==> src/rtl/uart_pkg.sv <==
// Shared definitions for the UART bus controller: register offsets, UCON bit
// positions, TX FSM encoding and the UCON read-value packer.
package uart_pkg;

    localparam logic [31:0] OFF_TXD  = 32'd0;
    localparam logic [31:0] OFF_RXD  = 32'd4;
    localparam logic [31:0] OFF_UCON = 32'd8;

    localparam int UCON_TX_IRQ_EN = 0;
    localparam int UCON_RX_IRQ_EN = 1;
    localparam int UCON_RX_VALID  = 2;
    localparam int UCON_FULL      = 3;
    localparam int UCON_EMPTY     = 4;
    localparam int UCON_TX_BUSY   = 5;
    localparam int UCON_OVERRUN   = 6;

    typedef enum logic [1:0] {
        TX_IDLE = 2'd0,
        TX_LOAD = 2'd1,
        TX_BUSY = 2'd2
    } tx_state_e;

    // Bits not listed here always read as zero.
    function automatic logic [31:0] ucon_pack(
        input logic [1:0] irq_en,
        input logic       rx_valid,
        input logic       fifo_full,
        input logic       fifo_empty,
        input logic       tx_busy,
        input logic       rx_overrun
    );
        logic [31:0] v;
        v                 = 32'd0;
        v[UCON_TX_IRQ_EN] = irq_en[0];
        v[UCON_RX_IRQ_EN] = irq_en[1];
        v[UCON_RX_VALID]  = rx_valid;
        v[UCON_FULL]      = fifo_full;
        v[UCON_EMPTY]     = fifo_empty;
        v[UCON_TX_BUSY]   = tx_busy;
        v[UCON_OVERRUN]   = rx_overrun;
        return v;
    endfunction

endpackage

==> src/rtl/uart_tx_fifo.sv <==
// Circular TX byte FIFO; pointers carry one extra wrap bit so full and empty
// are told apart without a separate counter.
module uart_tx_fifo
    import uart_pkg::*;
#(
    parameter int TX_DEPTH = 4,
    parameter int WIDTH    = 8
) (
    input  logic             clk,
    input  logic             reset,
    input  logic             push,
    input  logic             pop,
    input  logic [WIDTH-1:0] din,
    output logic [WIDTH-1:0] dout,
    output logic             full,
    output logic             empty
);

    localparam int IDX_W = $clog2(TX_DEPTH);
    localparam int PTR_W = IDX_W + 1;

    logic [WIDTH-1:0] mem_q [TX_DEPTH];
    logic [WIDTH-1:0] mem_d [TX_DEPTH];
    logic [PTR_W-1:0] wptr_q, wptr_d;
    logic [PTR_W-1:0] rptr_q, rptr_d;
    logic             do_push_s;
    logic             do_pop_s;

    assign empty = (wptr_q == rptr_q);
    assign full  = (wptr_q[IDX_W-1:0] == rptr_q[IDX_W-1:0]) &&
                   (wptr_q[IDX_W] != rptr_q[IDX_W]);
    assign dout  = mem_q[rptr_q[IDX_W-1:0]];

    // Next-state: a pop frees the head slot, so a push into a full FIFO is
    // accepted when it coincides with a pop.
    always_comb begin
        mem_d     = mem_q;
        do_pop_s  = pop & ~empty;
        do_push_s = push & (~full | do_pop_s);
        if (do_push_s) begin
            mem_d[wptr_q[IDX_W-1:0]] = din;
            wptr_d = wptr_q + {{(PTR_W-1){1'b0}}, 1'b1};
        end else begin
            wptr_d = wptr_q;
        end
        if (do_pop_s) begin
            rptr_d = rptr_q + {{(PTR_W-1){1'b0}}, 1'b1};
        end else begin
            rptr_d = rptr_q;
        end
    end

    // Storage and pointer registers.
    always_ff @(posedge clk) begin
        if (reset) begin
            for (int i = 0; i < TX_DEPTH; i++) begin
                mem_q[i] <= {WIDTH{1'b0}};
            end
            wptr_q <= {PTR_W{1'b0}};
            rptr_q <= {PTR_W{1'b0}};
        end else begin
            mem_q  <= mem_d;
            wptr_q <= wptr_d;
            rptr_q <= rptr_d;
        end
    end

endmodule

==> src/rtl/uart_bus_ctrl.sv <==
// Memory-mapped UART controller (TXD / RXD / UCON) with TX FIFO and RX holding
// register. Define UART_IRQ_EN to enable the interrupt output and UCON enables.
module uart_bus_ctrl
    import uart_pkg::*;
#(
    parameter logic [31:0] BASE_ADDR   = 32'h4000_0018,
    parameter int          TX_DEPTH    = 4,
    parameter int          SYNC_STAGES = 2
) (
    input  logic        sysclk,
    input  logic        reset,
    input  logic        mem_read,
    input  logic        mem_write,
    input  logic [31:0] addr,
    input  logic [31:0] wdata,
    output logic [31:0] rdata,
    input  logic [7:0]  uart_rx_data,
    input  logic        uart_rx_status,
    input  logic        uart_tx_status,
    output logic [7:0]  uart_tx_data,
    output logic        uart_tx_en,
    output logic        irq
);

    logic [SYNC_STAGES-1:0] tx_sync_q, tx_sync_d;
    logic [SYNC_STAGES-1:0] rx_sync_q, rx_sync_d;
    logic                   rx_prev_q, rx_prev_d;
    tx_state_e              state_q, state_d;
    logic [7:0]             tx_data_q, tx_data_d;
    logic                   tx_en_q, tx_en_d;
    logic [7:0]             rx_data_q, rx_data_d;
    logic                   rx_valid_q, rx_valid_d;
    logic                   rx_overrun_q, rx_overrun_d;

    logic       ts_s, rx_rise_s;
    logic       sel_txd_s, sel_rxd_s, sel_ucon_s;
    logic       wr_txd_s, rd_rxd_s, wr_ucon_s;
    logic       fifo_pop_s, fifo_full_s, fifo_empty_s;
    logic [7:0] fifo_dout_s;
    logic       tx_busy_s;
    logic [1:0] irq_en_s;
    logic       unused_ok_s;

    assign unused_ok_s = ^wdata[31:8];

    assign sel_txd_s  = (addr == BASE_ADDR + OFF_TXD);
    assign sel_rxd_s  = (addr == BASE_ADDR + OFF_RXD);
    assign sel_ucon_s = (addr == BASE_ADDR + OFF_UCON);
    assign wr_txd_s   = mem_write & sel_txd_s;
    assign rd_rxd_s   = mem_read & sel_rxd_s;
    assign wr_ucon_s  = mem_write & sel_ucon_s;

    assign ts_s      = tx_sync_q[SYNC_STAGES-1];
    assign tx_busy_s = (state_q != TX_IDLE);

    assign uart_tx_data = tx_data_q;
    assign uart_tx_en   = tx_en_q;

    uart_tx_fifo #(
        .TX_DEPTH (TX_DEPTH),
        .WIDTH    (8)
    ) u_fifo (
        .clk   (sysclk),
        .reset (reset),
        .push  (wr_txd_s),
        .pop   (fifo_pop_s),
        .din   (wdata[7:0]),
        .dout  (fifo_dout_s),
        .full  (fifo_full_s),
        .empty (fifo_empty_s)
    );

    // Bus read mux.
    always_comb begin
        rdata = 32'd0;
        if (mem_read && sel_txd_s) begin
            rdata = {31'd0, fifo_full_s};
        end else if (mem_read && sel_rxd_s) begin
            rdata = {24'd0, rx_data_q};
        end else if (mem_read && sel_ucon_s) begin
            rdata = ucon_pack(irq_en_s, rx_valid_q, fifo_full_s, fifo_empty_s,
                              tx_busy_s, rx_overrun_q);
        end else begin
            rdata = 32'd0;
        end
    end

    // Status synchronisers and the RX rising-edge detector.
    always_comb begin
        tx_sync_d = {tx_sync_q[SYNC_STAGES-2:0], uart_tx_status};
        rx_sync_d = {rx_sync_q[SYNC_STAGES-2:0], uart_rx_status};
        rx_prev_d = rx_sync_q[SYNC_STAGES-1];
        rx_rise_s = rx_sync_q[SYNC_STAGES-1] & ~rx_prev_q;
    end

    // RX holding register; uart_rx_data is stable by the time the completion
    // level has crossed the synchroniser, so it is captured directly.
    always_comb begin
        rx_data_d    = rx_data_q;
        rx_valid_d   = rx_valid_q;
        rx_overrun_d = rx_overrun_q;
        if (rx_rise_s) begin
            rx_data_d  = uart_rx_data;
            rx_valid_d = 1'b1;
            if (rd_rxd_s) begin
                rx_overrun_d = rx_overrun_q;
            end else begin
                rx_overrun_d = rx_overrun_q | rx_valid_q;
            end
        end else if (rd_rxd_s) begin
            rx_valid_d   = 1'b0;
            rx_overrun_d = 1'b0;
        end else if (wr_ucon_s && wdata[UCON_OVERRUN]) begin
            rx_overrun_d = 1'b0;
        end else begin
            rx_overrun_d = rx_overrun_q;
        end
    end

    // TX FSM: the byte is latched at IDLE exit and held until the sender is
    // seen idle again, since it samples uart_tx_data through the frame.
    always_comb begin
        state_d    = state_q;
        tx_data_d  = tx_data_q;
        tx_en_d    = tx_en_q;
        fifo_pop_s = 1'b0;
        case (state_q)
            TX_IDLE: begin
                if (!fifo_empty_s && ts_s) begin
                    tx_data_d  = fifo_dout_s;
                    fifo_pop_s = 1'b1;
                    tx_en_d    = 1'b1;
                    state_d    = TX_LOAD;
                end else begin
                    tx_en_d = 1'b0;
                end
            end
            TX_LOAD: begin
                if (!ts_s) begin
                    tx_en_d = 1'b0;
                    state_d = TX_BUSY;
                end else begin
                    tx_en_d = 1'b1;
                end
            end
            TX_BUSY: begin
                if (ts_s) begin
                    state_d = TX_IDLE;
                end else begin
                    state_d = TX_BUSY;
                end
            end
            default: begin
                state_d = TX_IDLE;
                tx_en_d = 1'b0;
            end
        endcase
    end

    // Core register bank.
    always_ff @(posedge sysclk) begin
        if (reset) begin
            tx_sync_q    <= {SYNC_STAGES{1'b1}};
            rx_sync_q    <= {SYNC_STAGES{1'b0}};
            rx_prev_q    <= 1'b0;
            state_q      <= TX_IDLE;
            tx_data_q    <= 8'd0;
            tx_en_q      <= 1'b0;
            rx_data_q    <= 8'd0;
            rx_valid_q   <= 1'b0;
            rx_overrun_q <= 1'b0;
        end else begin
            tx_sync_q    <= tx_sync_d;
            rx_sync_q    <= rx_sync_d;
            rx_prev_q    <= rx_prev_d;
            state_q      <= state_d;
            tx_data_q    <= tx_data_d;
            tx_en_q      <= tx_en_d;
            rx_data_q    <= rx_data_d;
            rx_valid_q   <= rx_valid_d;
            rx_overrun_q <= rx_overrun_d;
        end
    end

`ifdef UART_IRQ_EN
    logic [1:0] irq_en_q, irq_en_d;
    logic       irq_q, irq_d;

    // Interrupt enables and registered interrupt request.
    always_comb begin
        if (wr_ucon_s) begin
            irq_en_d = wdata[UCON_RX_IRQ_EN:UCON_TX_IRQ_EN];
        end else begin
            irq_en_d = irq_en_q;
        end
        irq_d = (irq_en_q[0] & fifo_empty_s & ~tx_busy_s) |
                (irq_en_q[1] & rx_valid_q);
    end

    // Interrupt register bank.
    always_ff @(posedge sysclk) begin
        if (reset) begin
            irq_en_q <= 2'b00;
            irq_q    <= 1'b0;
        end else begin
            irq_en_q <= irq_en_d;
            irq_q    <= irq_d;
        end
    end

    assign irq_en_s = irq_en_q;
    assign irq      = irq_q;
`else
    assign irq_en_s = 2'b00;
    assign irq      = 1'b0;
`endif

endmodule

==> config.mk <==
export PLATFORM = sky130hd
export DESIGN_NAME = uart_bus_ctrl
export DESIGN_NICKNAME = d
export VERILOG_FILES = /design/src/rtl/uart_pkg.sv /design/src/rtl/uart_tx_fifo.sv /design/src/rtl/uart_bus_ctrl.sv
export SDC_FILE = /design/constraint.sdc
export NUM_CORES = 1
export LEC_CHECK = 0
export BUFFER_PORTS_ARGS = -buffer_cell sky130_fd_sc_hd__buf_2
export CORE_AREA = 2 2 88 90
export DETAILED_ROUTE_END_ITERATION = 10
export DIE_AREA = 0 0 90 92
export PLACE_DENSITY = 0.76
export SYNTH_ARGS = -nofsm -noshare
export SYNTH_HDL_FRONTEND = slang
export SYNTH_SLANG_ARGS = --single-unit
==> constraint.sdc <==
create_clock -name sysclk -period 1.5 [get_ports sysclk]
set_input_delay 0 -clock sysclk [delete_from_list [all_inputs] [get_ports sysclk]]
set_output_delay 0 -clock sysclk [all_outputs]
set_load 0.05 [all_outputs]
Word-level counts from Yosys, hierarchy flattened:

Cells that the tools add are included.

* input bits: 78
* latch bits: 0
* memory bits (read-only): 0
* RAM bits: 0
* logic and storage cells: 82
* register bits: 64
* memories: 0

* $lt $le $gt $ge: 3
* $mul: 0
* $add $sub $neg: 2
* reductions and logical operators: 15
* muxes and demuxes: 23
* equal/unequal tests: 11
* shift-type cells: 0
* bitwise operators: 13
* divide/modulo/power cells: 0

Operators with widths (number)
* $eq 32x31->1 const B: 3
* $mux 8: 5
* $bwmux 32: 1
* $bmux 8 s2: 1
* $demux 8 s2: 1
* $mux 1: 9
* $logic_and 1x1->1: 7
* $mux 7: 1
* $add 3x1->3 const B: 2
* $and 1x1->1: 6
* $ge 3x3->1 const B: 2
* $mux 2: 3
* $ne 2x2->1 const B: 3
* $not 2->3: 2
* $pmux 2 s3: 1
* $reduce_and 2->1: 3
* $reduce_bool 2->1: 2
* $eq 3x3->1: 1
* $lt 3x1->1 const B: 1
* $not 1->1: 3
* $pmux 1 s3: 1
* $reduce_bool 3->1: 1
* $eq 2x1->1 const B: 1
* $eq 2x2->1: 1
* 5 further kinds: 6

Logic depth before layout (Yosys ltp):

Gate-level depths: netlist (run 1).

* depth after elaboration: 8
* gate-level depth with buffers: 7
* mapped depth without buffers: 6

Hierarchy:

A second synthesis (run 1) with hierarchy kept.

* cells, all modules: 330
* area total of the unflattened synthesis: 3309.4 um^2

Modules (own cells, without submodules)
* uart_tx_fifo: area each 1893.1 um^2, seq. area each 760.7 um^2, instances 1, cells each 161
* uart_bus_ctrl: area each 1416.4 um^2, seq. area each 520.5 um^2, instances 1, cells each 169

Worst setup path before layout (run 1):

OpenSTA, ideal clock, no wires.

* path type: reg-to-output
* start: reg u_fifo.rptr_q[1]
* end: out rdata[0]
* data required time: 1.500 ns
* path slack: -0.464 ns
* cell stages (with the launch flop): 7
* arrival time: 1.964 ns
* cells stage by stage: dfxtp_1 -> buf_4 -> xnor2_4 -> nand2_1 -> nor2_1 -> mux2i_1 -> nor3_1

* cells in the longest elaborated chain, start to end: 3

RTL lines
* from (decl): line uart_tx_fifo.sv:25 `logic [PTR_W-1:0] rptr_q, rptr_d;`
* from (signal assigned): line uart_tx_fifo.sv:60 `rptr_q <= {PTR_W{1'b0}};`
* from (signal assigned): line uart_tx_fifo.sv:64 `rptr_q <= rptr_d;`
* $eq 2x2->1: line uart_tx_fifo.sv:30 `assign full = (wptr_q[IDX_W-1:0] == rptr_q[IDX_W-1:0]) &&`
* $logic_and 1x1->1: line uart_tx_fifo.sv:30
* $mux 8: line uart_bus_ctrl.sv:76 `if (mem_read && sel_txd_s) begin`
* to (decl): line uart_bus_ctrl.sv:16 `output logic [31:0] rdata,`

Every way passes these cells.

Worst setup path in the final report (run 1):

* start: reg state_q[0]
* end: reg u_fifo.mem_q[6] in the netlist's numbering

* cells in the longest elaborated chain, start to end: 5

RTL lines
* from (decl): line uart_bus_ctrl.sv:28 `tx_state_e state_q, state_d;`
* from (signal assigned): line uart_bus_ctrl.sv:176 `state_q <= state_d;`
* $logic_not 2->1: line uart_bus_ctrl.sv:127 `case (state_q)`
* $mux 1: line uart_bus_ctrl.sv:127
* $and 1x1->1: line uart_tx_fifo.sv:38 `do_pop_s = pop & ~empty;`
* $or 1x1->1: line uart_tx_fifo.sv:39 `do_push_s = push & (~full | do_pop_s);`
* $and 1x1->1: line uart_tx_fifo.sv:39
* to (signal, indexed assignment): line uart_tx_fifo.sv:57 `mem_q[i] <= {WIDTH{1'b0}};`
* to (signal assigned): line uart_tx_fifo.sv:62 `mem_q <= mem_d;`
* to (decl): line uart_tx_fifo.sv:22 `logic [WIDTH-1:0] mem_q [TX_DEPTH];`

Every way passes these cells.
A chain may end at the register's enable or synchronous reset.

==> flow_summary.ini, run 1 <==
[final_layout]
nets = 516
fillerInstances = 618
seqCellArea_um2 = 1300
multi_input_area_um2 = 1800
syn2layout_area_growth_pct = 36.8
post-route-util = 0.580
antenna_cells = 0
drive_gt1_frac = 0.397

[routing]
drt-pass1-iter-count = 5
finalWirelength_mm = 7.26
wire_per_inst_um = 13.4
vias = 2575
drc = 0
ant_nets = 0
first_iter_violations = 130
vias_per_cell = 4.77

[min_path]
hold_class = primary input to flip-flop
hold_path_end = u_fifo.mem_q[6]$_SDFFE_PP0P_
hp-start = reset
holdPathStages = 2

[timing]
fin_setup_tns_ps = -2700
setup_viol = 38
clock.fmax_mhz = 607
finalMaxSlewViolations = 0
period_minus_slack_ps = 1650
clock_skew_ps = 7.48
finalHoldViolCount = 0
grt_setup_unrepaired = yes
layout_worst_path_cycle_share = 1.10
fin_ws_ps = -146

[global_route]
grt_pass1_wl_mm = 11.6
grt_pass1_vias = 2535
antenna_found_initial = 0
grt_max_degree = 19
grt_overflow = 0
grtUsageTotal = 0.176

[floorplan]
fp-row-count = 32
initial_core_util = 0.424
core_area_um2 = 7450
die_h_um = 92
die_x_um = 90
io_pins = 120
die-area_um2 = 8280

[clock_tree]
clkTransAtPathRegs_ps = 80
cts_sinks = 64
clk_latency_ps = 360
cts_tree = done
root_buffer = clkbuf_8
clock_path_buffers = 2
h-tree-depth = 3
numCtsBuffers = 9

[yosys]
syn_inst = 315
ys_async_sr_fraction = 0
synth_area_um2 = 3160
synth_seq_area_share = 0.406
avgSynthCellArea_um2 = 10.0
synth_edf_count = 0
synth_cell_type_count = 47
synth-seq-cells = 64
yosysWarnings = 0
synth_flop_cell = dfxtp_1

[setup_path]
crit_fanout = 5
path_class = flip-flop to flip-flop
reg2reg_from = state_q[0]$_SDFFE_PP0P_
cp.arrival_ps = 1890
rrSetupSlack_ps = -150
rr_worst_depth = 6
startpoint_type = flip-flop
end_kind = flip-flop
crit_required_ps = 1740
r2r_end = u_fifo.mem_q[6]$_SDFFE_PP0P_

[pwr]
power_leakage_nw = 2.08
finalPower_mw = 4.37
max-vdd-ir-drop_mv = 0.889
p_per_area_nw_per_um2 = 1010

[job]
maxCapViolations = 0

[placement]
numPortBuffers = 70
gp_congestion = 0.813
place_hpwl_mm = 4.77

[outcome]
outcome = finished, violations left
violations = negative setup slack
per-stage QoR:
stage	std cells	hold WS, ps	area (um2)	setup slack [ps]
2_1_floorplan	339	104	3280	-34.1
3_3_place_gp	493	212	3660	-90.9
3_5_place_dp	493	210	3660	-144
4_1_cts	535	27.5	4170	-110
5_1_grt	540	59.3	4320	-171
6_report	540	27.9	4320	-146
per-layer routing:
layer,part of all wire,vias up,GRT usage
met2,0.53,83,0.313
met3,0.045,13,0.0435
met4,0.014,0,0.0782
met5,0,-,0
li1,-,1271,-
met1,0.41,1208,0.201
sequential cells by signal, indices dropped and copies added, names as in the netlist, 2 cells and up:
name,flops
rx_data_q,8
rx_sync_q,2
state_q,2
tx_sync_q,2
u_fifo.mem_q,32
u_fifo.rptr_q,3
u_fifo.wptr_q,3
uart_tx_data,8
final cells by class:
cell class | instances | area share
clock buffer | 10 | 0.0318
clock inverter | 6 | 0.0156
inverter | 6 | 0.00521
multi-input combinational | 229 | 0.416
sequential | 64 | 0.301
tap | 102 | 0.0295
timing repair buffer | 123 | 0.201
worst max-delay path by stage:
stage                     cells past startpoint                             to  slack, ps                          start
after floorplan                               5  u_fifo.wptr_q[0]$_SDFFE_PP0P_        -30        state_q[0]$_SDFFE_PP0P_
final                                         6   u_fifo.mem_q[6]$_SDFFE_PP0P_       -150        state_q[0]$_SDFFE_PP0P_
after CTS                                     6                       rdata[0]       -110  u_fifo.rptr_q[0]$_SDFFE_PP0P_
after global placement                        6   u_fifo.mem_q[6]$_SDFFE_PP0P_        -90  u_fifo.wptr_q[0]$_SDFFE_PP0P_
after detailed placement                      6   u_fifo.mem_q[6]$_SDFFE_PP0P_       -140  u_fifo.wptr_q[0]$_SDFFE_PP0P_
after global routing                          7   u_fifo.mem_q[6]$_SDFFE_PP0P_       -170  u_fifo.rptr_q[0]$_SDFFE_PP0P_
cell usage after synthesis (4+ instances only):
| cell type | number | area, um2 |
|---|---|---|
| nor4_1 | 5 | 31.3 |
| clkbuf_1 | 9 | 33.8 |
| nor2b_1 | 4 | 25.0 |
| mux4_2 | 8 | 180 |
| nand2_1 | 19 | 71.3 |
| dfxtp_1 | 64 | 1280 |
| buf_4 | 28 | 210 |
| a22oi_1 | 4 | 30.0 |
| inv_1 | 6 | 22.5 |
| nand3_1 | 4 | 20.0 |
| a21oi_1 | 11 | 55.1 |
| ha_1 | 5 | 62.6 |
| and3_1 | 7 | 43.8 |
| nor2_1 | 54 | 203 |
| mux2i_1 | 42 | 420 |
timing repair:
action / in CTS / in global routing
setup buffers: 8 / 5
hold buffers: 18 / 0
resized for setup: 23 / 27
pin swaps: 14 / 11
endpoints found under the hold margin: 40 / 0
setup endpoints to repair: 46 / 49
cloned: 1 / 0
where the power goes:
group	switching [mW]	internal (mW)
clock network	0.712	0.817
logic	0.560	0.486
registers	0.0453	1.75
cell usage in the layout (no fill, tap or decap), drive strengths merged, types with 7 or more instances in the layout:
cell	instances
dlygate4sd3	18
clkbuf	12
mux2i	42
and3	7
conb	25
buf	103
mux4	8
dfxtp	64
nor2	55
inv	7
a21oi	11
nand2	21
kinds of logic after synthesis:
group                      Yosys count  share of synthesized area
and+or+nand+nor                    119                      0.211
AOI/OAI and AO/OA                   22                     0.0444
adders and majority gates            5                     0.0198
buffers and inverters               46                     0.0931
other                                1                    0.00119
xor gates and xnor gates             7                     0.0313
muxes                               51                      0.194
DFF                                 64                      0.406
worst max-delay path, stage by stage, from the launching register on:
cell	delay, ps
dfxtp_2	320
or3b_4	400
nand4b_4	120
nand4_1	240
buf_6	230
mux2i_4	160
nor2_1	50
No activity file was read; power rests on OpenSTA's default activity.
==> run 2: changes to the inputs <==
--- a/config.mk
+++ b/config.mk
@@ -6,10 +6,10 @@
 export NUM_CORES = 1
 export LEC_CHECK = 0
 export BUFFER_PORTS_ARGS = -buffer_cell sky130_fd_sc_hd__buf_2
-export CORE_AREA = 2 2 88 90
+export CORE_AREA = 2 2 96 75
 export DETAILED_ROUTE_END_ITERATION = 10
-export DIE_AREA = 0 0 90 92
-export PLACE_DENSITY = 0.76
+export DIE_AREA = 0 0 98 77
+export PLACE_DENSITY = 0.79
 export SYNTH_ARGS = -nofsm -noshare
 export SYNTH_HDL_FRONTEND = slang
 export SYNTH_SLANG_ARGS = --single-unit
==> constraint.sdc (replaced) <==
create_clock -name sysclk -period 1.8 [get_ports sysclk]
set_input_delay 0 -clock sysclk [delete_from_list [all_inputs] [get_ports sysclk]]
set_output_delay 0 -clock sysclk [all_outputs]
set_load 0.05 [all_outputs]
==> flow_summary.ini, run 2 (synthesis results as in run 1) <==
[timing]
clock_skew_ps = 7.03
finalMaxSlewViolations = 0
setup_viol = 0
fin_setup_tns_ps = 0
grt_setup_unrepaired = no
fin_ws_ps = 55.3
finalHoldViolCount = 0
period_minus_slack_ps = 1740
layout_worst_path_cycle_share = 0.969
clock.fmax_mhz = 573

[final_layout]
fillerInstances = 573
top_register = u_fifo.mem_q
final_area_um2 = 3940
antenna_cells = 0
drive_gt1_frac = 0.292
largest_reg_flops = 32
layout_common_cells = buf_2, dfxtp_1, nor2_1
nets = 492
syn2layout_area_growth_pct = 24.6
final_common_cell = buf_2

[floorplan]
fp-row-count = 26
initial_core_util = 0.478
core_area_um2 = 6600
die-area_um2 = 7550
io_pins = 120
die_h_um = 77
die_x_um = 98

[pwr]
seqPwrFrac = 0.423
p_comb_frac = 0.198
p_per_area_nw_per_um2 = 899
switching_share = 0.278
clkPwrFrac = 0.379
finalPower_mw = 3.54
intPower_mw = 2.56
power_leakage_nw = 1.95
p_switching_mw = 0.983
max-vdd-ir-drop_mv = 0.459

[setup_path]
end_kind = output pin
max_stage_delay_ps = 440
startpoint_type = flip-flop
cp.arrival_ps = 1740
path_cells = xnor2_4 -> nand2_1 -> nor2_1 -> mux2i_1 -> nor3_2 -> buf_4
crit_required_ps = 1800
slowest_stage = dfxtp_1
crit_fanout = 3
path_class = flip-flop to output pin

[placement]
gp_congestion = 0.758
numPortBuffers = 70
place_area_um2 = 3530
place_hpwl_mm = 4.74
pre_cts_ws_ps = 108

[clock_tree]
h-tree-depth = 3
root_buffer = clkbuf_8
postCtsSetupBuffers = 0
numCtsBuffers = 9
cts_sinks = 64
clock_path_buffers = 2
cts_tree = done
clkTransAtPathRegs_ps = 70
clk_latency_ps = 340

[global_route]
grt_pass1_wl_mm = 11.1
grtUsageTotal = 0.184
grt_max_degree = 27
antenna_found_initial = 0
grt_pass1_vias = 2389
grt_overflow = 0

[routing]
finalWirelength_mm = 6.73
ant_nets = 0
vias = 2471
drt-pass1-iter-count = 4
wire_per_inst_um = 13.5
first_iter_violations = 194
vias_per_cell = 4.96
drc = 0

[outcome]
outcome = completed

[job]
maxCapViolations = 0

[min_path]
hold_class = primary input to flip-flop
run 2: cell count changes in the layout (fill, tap and decap cells not counted), sizes merged:
cell	previous run	this run
inv	7	6
clkinvlp	2	0
clkbuf	12	14
bufinv	1	2
clkinv	2	1
buf	103	80
run 2: worst paths after layout:
check,start,end,slack [ps],cells after the start
min reg2reg,tx_sync_q[0]$_SDFF_PP1_,tx_sync_q[1]$_SDFF_PP1_,420,1
max reg2reg,tx_sync_q[1]$_SDFF_PP1_,u_fifo.wptr_q[0]$_SDFFE_PP0P_,80,5
max,u_fifo.rptr_q[1]$_SDFFE_PP0P_,rdata[0],60,6
min,mem_write,rx_overrun_q$_SDFFE_PP0P_,90,4
run 2: critical path: cells and delay by family (launching register included):
family        cells  cell delay, ps
flops             1             440
xor+xnor          1             170
simple gates      3             440
buf+inv           1             240
mux               1             120
run 2: layer usage:
layer / up-vias / part of all wire / wire length, um / GRT usage
li1: 1222 / - / - / -
met5: - / 0 / 0 / 0
met3: 14 / 0.064 / 434 / 0.0428
met1: 1146 / 0.44 / 2940 / 0.222
met2: 89 / 0.48 / 3210 / 0.310
met4: 0 / 0.022 / 146 / 0.0875
run 2: repair_timing:
action | CTS | global route
endpoints found under the setup margin | 1 | 3
endpoints found under the hold margin | 40 | 0
hold buffers | 18 | 0
gates resized for setup | 3 | 2
pin swaps | 0 | 0
run 2: cell type report:
cell class / instances / area, um2 / share of cell area
Clock inverter: 3 / 65.1 / 0.0165
Clock buffer: 13 / 149 / 0.0378
Tap cell: 84 / 105 / 0.0267
Sequential cell: 64 / 1280 / 0.327
Inverter: 6 / 22.5 / 0.00572
Timing Repair Buffer: 99 / 631 / 0.160
Multi-Input combinational cell: 229 / 1680 / 0.426
run 2: power groups by stage:
stage	Combinational (mW)	Clock [mW]	Sequential, mW
floorplan	0.518	0	1.54
global placement	0.646	0	1.52
detailed placement	0.664	0	1.53
CTS	0.704	1.37	1.49
global route	0.754	1.42	1.50
finish	0.700	1.34	1.50
run 2: metrics by stage:
step                instances   util  hold slack [ps]
floorplan                 339      -              104
global placement          464  0.535              186
detailed placement        464  0.535              184
CTS                       498  0.595             80.1
global route              498  0.596              108
finish                    498  0.596             93.7
==> run 3: changes to the inputs <==
--- a/config.mk
+++ b/config.mk
@@ -9,6 +9,7 @@
 export CORE_AREA = 2 2 96 75
 export DETAILED_ROUTE_END_ITERATION = 10
 export DIE_AREA = 0 0 98 77
+export HOLD_SLACK_MARGIN = 0.1
 export PLACE_DENSITY = 0.79
 export SYNTH_ARGS = -nofsm -noshare
 export SYNTH_HDL_FRONTEND = slang
==> flow_summary.ini, run 3 (synthesis results as in run 1) <==
[routing]
drc = 0
drt-pass1-iter-count = 4
first_iter_violations = 200
vias = 2491
ant_nets = 0
finalWirelength_mm = 6.82
vias_per_cell = 4.98
wire_per_inst_um = 13.6

[setup_path]
path_cells = xnor2_4 -> nand2_1 -> nor2_1 -> mux2i_1 -> nor3_2 -> buf_4
path_class = flip-flop to output pin
crit_required_ps = 1800
startpoint_type = flip-flop
r2r_end = u_fifo.wptr_q[0]$_SDFFE_PP0P_
max_stage_delay_ps = 440
critical-path-top-delay-family = simple AND/OR/NAND/NOR gates
cp.arrival_ps = 1750
reg2reg_from = tx_sync_q[1]$_SDFF_PP1_
end_kind = output pin
path_buf_inv = 1
rrSetupSlack_ps = 70
rr_worst_depth = 5
crit_fanout = 3
slowest_stage = dfxtp_1

[pwr]
p_per_area_nw_per_um2 = 896
finalPower_mw = 3.54
max-vdd-ir-drop_mv = 0.456
power_leakage_nw = 1.96

[placement]
place_hpwl_mm = 4.74
pre_cts_ws_ps = 108
numPortBuffers = 70
gp_congestion = 0.758

[min_path]
hold_path_end = rx_overrun_q$_SDFFE_PP0P_
hold_class = primary input to flip-flop
hp-start = addr[3]
holdPathStages = 5

[clock_tree]
cts_tree = done
clk_latency_ps = 340
clock_path_buffers = 2
clkTransAtPathRegs_ps = 70
root_buffer = clkbuf_8
h-tree-depth = 3
numCtsBuffers = 9
cts_sinks = 64

[timing]
finalMaxSlewViolations = 0
hold_slack_ps = 218
setup_viol = 0
clock_skew_ps = 8.75
clock.fmax_mhz = 572
finalHoldViolCount = 0
fin_setup_tns_ps = 0
layout_worst_path_cycle_share = 0.971
fin_ws_ps = 52.7
period_minus_slack_ps = 1750
grt_setup_unrepaired = no

[floorplan]
io_pins = 120
die-area_um2 = 7550
fp-row-count = 26
initial_core_util = 0.478
die_x_um = 98
die_h_um = 77
core_area_um2 = 6600

[final_layout]
final_common_cell = buf_2
fillerInstances = 571
largest_reg_flops = 32
drive_gt1_frac = 0.291
top_register = u_fifo.mem_q
post-route-util = 0.599
syn2layout_area_growth_pct = 25.2
layout_common_cells = buf_2, dfxtp_1, nor2_1
nets = 494
antenna_cells = 0

[job]
maxCapViolations = 0

[global_route]
grt_overflow = 0
grt_pass1_vias = 2409
antenna_found_initial = 0
grt_max_degree = 27
grtUsageTotal = 0.186
grt_pass1_wl_mm = 11.2

[outcome]
outcome = completed
-- run 3: changes by cell type in the layout (fill, tap and decap cells not counted), sizes merged --
cell         previous run  this run
dlygate4sd3            18        20
-- run 3: cell type report --
| cell class | count | area [um2] | area share |
|---|---|---|---|
| clock buffers | 13 | 149 | 0.0376 |
| clock inverters | 3 | 65.1 | 0.0165 |
| inverters | 6 | 22.5 | 0.00569 |
| multi-input cells | 229 | 1680 | 0.424 |
| flip-flops and latches | 64 | 1280 | 0.325 |
| well taps | 84 | 105 | 0.0266 |
| repair buffers | 101 | 651 | 0.165 |
-- run 3: where the power goes --
group	internal, mW	total (mW)	switching (mW)
combinational	0.282	0.706	0.424
clock	0.817	1.34	0.522
sequential	1.46	1.50	0.0381
total	2.56	3.54	0.984
-- run 3: timing repair --
action / CTS / global route
hold buffers: 20 / 0
setup endpoints to repair: 1 / 3
setup buffers: 0 / 0
hold endpoints to repair: 46 / 0
gates resized for setup: 3 / 2
-- run 3: worst min-delay path: stages --
cell and delay, ps:
buf_2 90, nor3_2 50, nand3_1 70, a21oi_1 60, a221oi_1 230
-- run 3: worst max path at each step --
stage / startpoint / endpoint / cells past startpoint
6_report: u_fifo.rptr_q[1]$_SDFFE_PP0P_ / rdata[0] / 6
5_1_grt: u_fifo.rptr_q[1]$_SDFFE_PP0P_ / rdata[0] / 6
4_1_cts: u_fifo.rptr_q[0]$_SDFFE_PP0P_ / rdata[0] / 6
3_5_place_dp: tx_sync_q[1]$_SDFF_PP1_ / u_fifo.wptr_q[0]$_SDFFE_PP0P_ / 5
3_3_place_gp: tx_sync_q[1]$_SDFF_PP1_ / u_fifo.wptr_q[0]$_SDFFE_PP0P_ / 5
2_1_floorplan: addr[4] / rdata[5] / 5
-- run 3: metal layers --
layer  wire length [um]  global-route usage  vias to the layer above
li1                   -                   -                     1226
met1               2910               0.225                     1149
met2               3320               0.318                      106
met3                512              0.0419                       10
met4                 72              0.0833                        0
met5                  0                   0                        -
-- run 3: stage by stage --
| stage | area (um2) | std cells |
|---|---|---|
| after CTS | 3950 | 500 |
| after detailed placement | 3530 | 464 |
| after global routing | 3960 | 500 |
| after floorplan | 3250 | 339 |
| after global placement | 3530 | 464 |
| final | 3960 | 500 |
